$ cat src/rtl/ram_host_port_if.sv
// Host link and RAM port-B signal bundle for ram_host_port.
// slave: the command engine; master: host link plus RAM side.
interface ram_host_port_if #(
    parameter int ADDR_W = 14
);
    logic [7:0]        rxd;
    logic              rxv;
    logic              rxr;
    logic [7:0]        txd;
    logic              txv;
    logic              txr;
    logic [ADDR_W-1:0] ab;
    logic [15:0]       dib;
    logic [15:0]       dob;
    logic              ceb;
    logic              web;
    logic              busy;

    modport slave (
        input  rxd, rxv, txr, dob,
        output rxr, txd, txv, ab, dib, ceb, web, busy
    );

    modport master (
        output rxd, rxv, txr, dob,
        input  rxr, txd, txv, ab, dib, ceb, web, busy
    );
endinterface

$ cat src/rtl/ram_host_port.sv
// Host command engine for RAM port B: set-address, write and read bursts.
// Ports: clk, rst (sync, active-high), bus (rx/tx byte streams, RAM port B, busy).
module ram_host_port #(
    parameter int ADDR_W = 14
) (
    input  logic          clk,
    input  logic          rst,
    ram_host_port_if.slave bus
);
    typedef enum logic [3:0] {
        IDLE, ALO, WCNT, WLO, WHI, RCNT, RREQ, RWAIT, RLO, RHI
    } state_t;

    state_t state, state_n;

    logic [ADDR_W-1:0] addr;
    logic [ADDR_W-9:0] ahi;
    logic [7:0]        count;
    logic [7:0]        lo;
    logic [7:0]        txd;
    logic [15:0]       rdata;
    logic [15:0]       dib;
    logic              wstb;
    logic              txv;
    logic              rxr;
    logic              acc;
    logic              more;

    // Host input is only taken outside the read-return phase.
    always_comb begin
        rxr = 1'b1;
        unique case (state)
            RREQ, RWAIT, RLO, RHI: rxr = 1'b0;
            default:               rxr = 1'b1;
        endcase
    end

    assign acc  = bus.rxv & rxr;
    assign more = (count != 8'd0);

    always_comb begin
        state_n = state;
        unique case (state)
            IDLE: begin
                if (acc) begin
                    unique case (bus.rxd[7:6])
                        2'b00:   state_n = ALO;
                        2'b01:   state_n = WCNT;
                        2'b10:   state_n = RCNT;
                        default: state_n = IDLE;
                    endcase
                end
            end
            ALO:   if (acc) state_n = IDLE;
            WCNT:  if (acc) state_n = WLO;
            WLO:   if (acc) state_n = WHI;
            WHI:   if (acc) state_n = more ? WLO : IDLE;
            RCNT:  if (acc) state_n = RREQ;
            RREQ:  state_n = RWAIT;
            RWAIT: state_n = RLO;
            RLO:   if (bus.txr) state_n = RHI;
            RHI:   if (bus.txr) state_n = more ? RREQ : IDLE;
            default: state_n = IDLE;
        endcase
    end

    always_ff @(posedge clk) begin
        if (rst) begin
            state <= IDLE;
            addr  <= '0;
            ahi   <= '0;
            count <= '0;
            lo    <= '0;
            rdata <= '0;
            dib   <= '0;
            wstb  <= 1'b0;
            txv   <= 1'b0;
            txd   <= '0;
        end else begin
            state <= state_n;
            // Strobe fires the cycle after the high byte is taken.
            wstb  <= (state == WHI) && acc;
            txv   <= (state_n == RLO) || (state_n == RHI);

            // A strobe cycle never overlaps ALO or RWAIT, so these
            // address updates cannot collide.
            if (wstb || state == RWAIT)
                addr <= addr + ADDR_W'(1);
            // The high part is parked until the low byte arrives so the
            // full address changes in one step.
            if (state == IDLE && acc)
                ahi <= bus.rxd[ADDR_W-9:0];
            if (state == ALO && acc)
                addr <= {ahi, bus.rxd};

            if ((state == WCNT || state == RCNT) && acc)
                count <= bus.rxd;
            if (state == WLO && acc)
                lo <= bus.rxd;
            if (state == WHI && acc) begin
                dib <= {bus.rxd, lo};
                if (more)
                    count <= count - 8'd1;
            end

            if (state == RWAIT) begin
                rdata <= bus.dob;
                txd   <= bus.dob[7:0];
            end
            if (state == RLO && bus.txr)
                txd <= rdata[15:8];
            if (state == RHI && bus.txr && more)
                count <= count - 8'd1;
        end
    end

    assign bus.rxr  = rxr;
    assign bus.txd  = txd;
    assign bus.txv  = txv;
    assign bus.ab   = addr;
    assign bus.dib  = dib;
    assign bus.ceb  = wstb | (state == RREQ);
    assign bus.web  = wstb;
    assign bus.busy = (state != IDLE);
endmodule
$ cat src/flat_wrapper.sv
// flat-port wrapper written by rule: the top's interface ports become plain ports
module ram_host_port_flat 
#(
    parameter int ADDR_W = 14
)
  (clk, rst, bus_rxd, bus_rxv, bus_txr, bus_dob, bus_rxr, bus_txd, bus_txv, bus_ab, bus_dib, bus_ceb, bus_web, bus_busy);
  ram_host_port_if #(.ADDR_W(ADDR_W)) bus_i ();
  input  logic clk;
  input  logic rst;
  input wire logic [$bits(bus_i.rxd)-1:0] bus_rxd;
  input wire logic [$bits(bus_i.rxv)-1:0] bus_rxv;
  input wire logic [$bits(bus_i.txr)-1:0] bus_txr;
  input wire logic [$bits(bus_i.dob)-1:0] bus_dob;
  output wire logic [$bits(bus_i.rxr)-1:0] bus_rxr;
  output wire logic [$bits(bus_i.txd)-1:0] bus_txd;
  output wire logic [$bits(bus_i.txv)-1:0] bus_txv;
  output wire logic [$bits(bus_i.ab)-1:0] bus_ab;
  output wire logic [$bits(bus_i.dib)-1:0] bus_dib;
  output wire logic [$bits(bus_i.ceb)-1:0] bus_ceb;
  output wire logic [$bits(bus_i.web)-1:0] bus_web;
  output wire logic [$bits(bus_i.busy)-1:0] bus_busy;
  assign bus_i.rxd = bus_rxd;
  assign bus_i.rxv = bus_rxv;
  assign bus_i.txr = bus_txr;
  assign bus_i.dob = bus_dob;
  assign bus_rxr = bus_i.rxr;
  assign bus_txd = bus_i.txd;
  assign bus_txv = bus_i.txv;
  assign bus_ab = bus_i.ab;
  assign bus_dib = bus_i.dib;
  assign bus_ceb = bus_i.ceb;
  assign bus_web = bus_i.web;
  assign bus_busy = bus_i.busy;
  ram_host_port #(.ADDR_W(ADDR_W)) u_core (.clk(clk), .rst(rst), .bus(bus_i));
endmodule
$ cat config.mk
export PLATFORM = sky130hd
export DESIGN_NAME = ram_host_port_flat
export DESIGN_NICKNAME = d
export VERILOG_FILES = /design/src/rtl/ram_host_port_if.sv /design/src/rtl/ram_host_port.sv /design/src/flat_wrapper.sv
export SDC_FILE = /design/constraint.sdc
export NUM_CORES = 1
export LEC_CHECK = 0
export CORE_MARGIN = 1.5
export CORE_UTILIZATION = 48
export CTS_BUF_LIST = sky130_fd_sc_hd__clkbuf_8
export CTS_CLUSTER_DIAMETER = 80
export DETAILED_ROUTE_END_ITERATION = 10
export PLACE_DENSITY = 0.75
export SLEW_MARGIN = 0
export SYNTH_ARGS = -nofsm -noshare
export SYNTH_HDL_FRONTEND = slang
export SYNTH_SLANG_ARGS = --single-unit
$ cat constraint.sdc
create_clock -name clk -period 1.6 [get_ports clk]
set_input_delay 0.48 -clock clk [delete_from_list [all_inputs] [get_ports clk]]
set_output_delay 0.48 -clock clk [all_outputs]
set_load 0.005 [all_outputs]
==> flow_metrics.env <==
export IMPL_run_status="finished with violations"
export IMPL_violations="negative setup slack"
export IMPL_cts_buffers=9
export IMPL_hpwl_um=6320
export IMPL_drv_cap=0
export IMPL_synthFlopType="dfxtp_1"
export IMPL_nNetsFinal=591
export IMPL_clockBufferDepth=2
export IMPL_overflow=0
export IMPL_yosys_warnings=0
export IMPL_synth_seq_area_share_pct=42.7
export IMPL_cts_sinks=74
export IMPL_setup_violations=63
export IMPL_port_buffers=70
export IMPL_fillers=311
export IMPL_slew_headroom_pct=68.2
export IMPL_ioPinCount=71
export IMPL_syn_num_nets=440
export IMPL_tightestPinTransition_ns=0.475
export IMPL_num_antenna_cells=0
export IMPL_track_usage_pct=31.7
export IMPL_seq_power_share_pct=43.1
export IMPL_power_density_nw_per_um2=759
export IMPL_power_mw=4.50
export IMPL_cpPeakStageDelay_ns=0.34
export IMPL_totalWireLength_um=14900
export IMPL_synth_edff_count=0
export IMPL_required_ns=1.83
export IMPL_finalCritPeriodShare_pct=120
export IMPL_die_width_um=88.0
export IMPL_p_clk_share_pct=37.8
export IMPL_path_clk_slew_ns=0.08
export IMPL_via_per_inst=6.25
export IMPL_ctsHoldBuffers=0
export IMPL_root_buffer="clkbuf_8"
export IMPL_antenna_found_initial=0
export IMPL_layout_min_cycle_time_ns=1.93
export IMPL_worstSetupPathType="reg2reg"
export IMPL_path_common_cell="buf_4"
export IMPL_cellLeakagePower_nw=2.41
export IMPL_finalMaxSlewViolations=0
export IMPL_place_area_sq_um=4590
export IMPL_p_int_mw=3.21
export IMPL_cp_slowest_cell="dfxtp_2"
export IMPL_first_global_vias=3720
export IMPL_topRoutingLayerUsed="met4"
export IMPL_area_growth_pct=71.0
export IMPL_num_vias=4138
export IMPL_r2r_start="u_core.state[2]"
export IMPL_cts_htree_levels=3
export IMPL_fmax_mhz=519
export IMPL_hp_start="u_core.bus.dib[3]"
export IMPL_combPwrFrac_pct=19.1
export IMPL_cp_top_family="buffers and inverters"
export IMPL_place_congestion=0.864
export IMPL_clk_latency_ns=0.36
export IMPL_drcViolationCount=0
export IMPL_antenna_left=0
export IMPL_route_met2_wl_um=7310
export IMPL_hold_path_class="reg2reg"
export IMPL_critPathCaptureType="register"
export IMPL_die_h_um=88.0
export IMPL_die_area_sq_um=7740
export IMPL_wl_per_cell_um=22.4
export IMPL_wl_met1_um=5430
export IMPL_wl_met3_um=1360
export IMPL_arrival_ns=2.15
export IMPL_fin_area_sq_um=5930
export IMPL_dr_pass1_iters=5
export IMPL_core_sq_um=6910
export IMPL_initial_core_util_pct=50.2
export IMPL_first_iter_violations=378
export IMPL_synth_area_sq_um=3470
export IMPL_grt_pass1_wl_um=18700
export IMPL_grt_max_degree=44
export IMPL_fin_tns_setup_ns=-8.51
export IMPL_rsz0062_at_grt="true"
export IMPL_fp_row_count=30
export IMPL_place_ws_ns=-0.613
export IMPL_path_max_fanout=4
export IMPL_ys_ff_latch=74
export IMPL_hold_violations=0
export IMPL_avgSynthCellArea_sq_um=8.46
export IMPL_ys_types=61
export IMPL_critPathLaunchType="register"
export IMPL_postLayoutSetupSlackWorst_ns=-0.325
export IMPL_drive_gt1_share_pct=46.8
export IMPL_switching_share_pct=28.7
export IMPL_syn_inst=410
export IMPL_crit_path_start="u_core.state[2]"
export IMPL_async_flop_share_pct=0
export IMPL_finClkSkew_ns=0.0118
export IMPL_cts_tree="built"
export IMPL_switchingPower_mw=1.29
export IMPL_path_cells="buf_6, buf_12, nand4b_1, buf_4, buf_4, a21oi_2, nand2_1, a211oi_2, nor3_2"
export IMPL_ir_worst_vdd_mv=0.471
export IMPL_crit_buf_inv=4
-- routing by layer --
| metal | vias to the layer above | GRT usage [%] |
|---|---|---|
| li1 | 1740 | - |
| met1 | 1995 | 38.7 |
| met2 | 314 | 54.9 |
| met3 | 89 | 4.71 |
| met4 | 0 | 14.9 |
| met5 | - | 0 |
-- synth_stat cells (all sizes together) (3+ instances only) --
cell	instances	share of area (%)
nand2	78	8.4
dfxtp	74	43
nor2	55	6.0
a21oi	36	5.3
mux2i	18	5.2
buf	15	2.7
a211oi	14	4.8
clkbuf	12	1.3
a311oi	9	2.5
xnor2	9	2.3
inv	7	0.76
nor3	7	1.2
o21ai	6	0.87
nand2b	5	0.97
nand3	5	0.72
a32oi	4	1.0
nor3b	4	1.0
xor2	4	1.0
nor4	3	0.72
o21a	3	0.65
or3b	3	0.76
-- through the flow --
stage               hold slack [ns]  util, %  instances
floorplan                     0.432        -        410
global placement              0.439     66.4        600
detailed placement            0.444     66.4        600
CTS                           0.442     79.0        653
global route                  0.476     85.8        662
finish                        0.460     85.8        662
-- cells in the final DEF (no fill, tap or decap), drive strengths merged, types with 7 or more instances in the layout --
cell type | Yosys | routed
a211oi | 14 | 14
a21oi | 36 | 36
a311oi | 9 | 9
buf | 15 | 101
clkbuf | 12 | 9
clkdlybuf4s50 | 0 | 23
dfxtp | 74 | 74
dlygate4sd2 | 0 | 43
inv | 7 | 9
mux2i | 18 | 18
nand2 | 78 | 78
nor2 | 55 | 55
nor3 | 7 | 7
xnor2 | 9 | 9
-- repair_timing --
action                                  4_1_cts  5_1_grt
endpoints found under the hold margin         0        0
gates resized for setup                     172       98
buffers inserted                             32       11
cloned                                        5        0
endpoints found under the setup margin       99       63
pin swaps                                    23       37
-- sequential cells by signal, summed over array words and instances, names as in the netlist --
signal          cells
u_core.lo           8
u_core.bus.ab      14
u_core.bus.web      1
u_core.count        8
u_core.rdata        8
u_core.bus.txd      8
u_core.bus.dib     16
u_core.bus.txv      1
u_core.ahi          6
u_core.state        4
-- power by group through the flow --
stage               clock network [mW]  registers, mW  logic (mW)
floorplan                            0           1.97       0.274
global placement                     0           1.97       0.545
detailed placement                   0           1.97       0.554
CTS                               1.67           1.93       0.699
global route                      1.78           1.94       0.889
finish                            1.70           1.94       0.859
-- worst min-delay path: stages, from the launching register on --
cell,delay (ns)
dfxtp_2,0.33
nand2_2,0.05
a21oi_1,0.05
-- final cells by class --
class | count | area (sq um) | area share (%)
Multi-Input combinational cell | 302 | 2430 | 40.9
Clock buffer | 9 | 124 | 2.09
Timing Repair Buffer | 167 | 1600 | 27.0
Inverter | 7 | 26.3 | 0.443
Clock inverter | 7 | 100 | 1.69
Tap cell | 96 | 120 | 2.03
Sequential cell | 74 | 1530 | 25.9
-- logic make-up after synthesis --
family / Yosys count / synth area share (%)
multiplexers: 18 / 5.20
XOR/XNOR: 13 / 3.28
adder cells (fa/ha/maj): 2 / 0.722
AO/OA/AOI/OAI: 88 / 18.8
AND/OR/NAND/NOR: 181 / 24.5
buffers and inverters: 34 / 4.76
flip-flops: 74 / 42.7
-- final timing paths --
| check | depth (start not counted) | slack, ns | endpoint |
|---|---|---|---|
| setup reg to reg | 9 | -0.33 | u_core.count[4] |
| setup / recovery | 9 | -0.33 | u_core.count[4] |
| hold / removal | 2 | 0.46 | u_core.bus.dib[3] |
| hold reg to reg | 2 | 0.46 | u_core.bus.dib[3] |
Power figures use the tool's default switching activity.
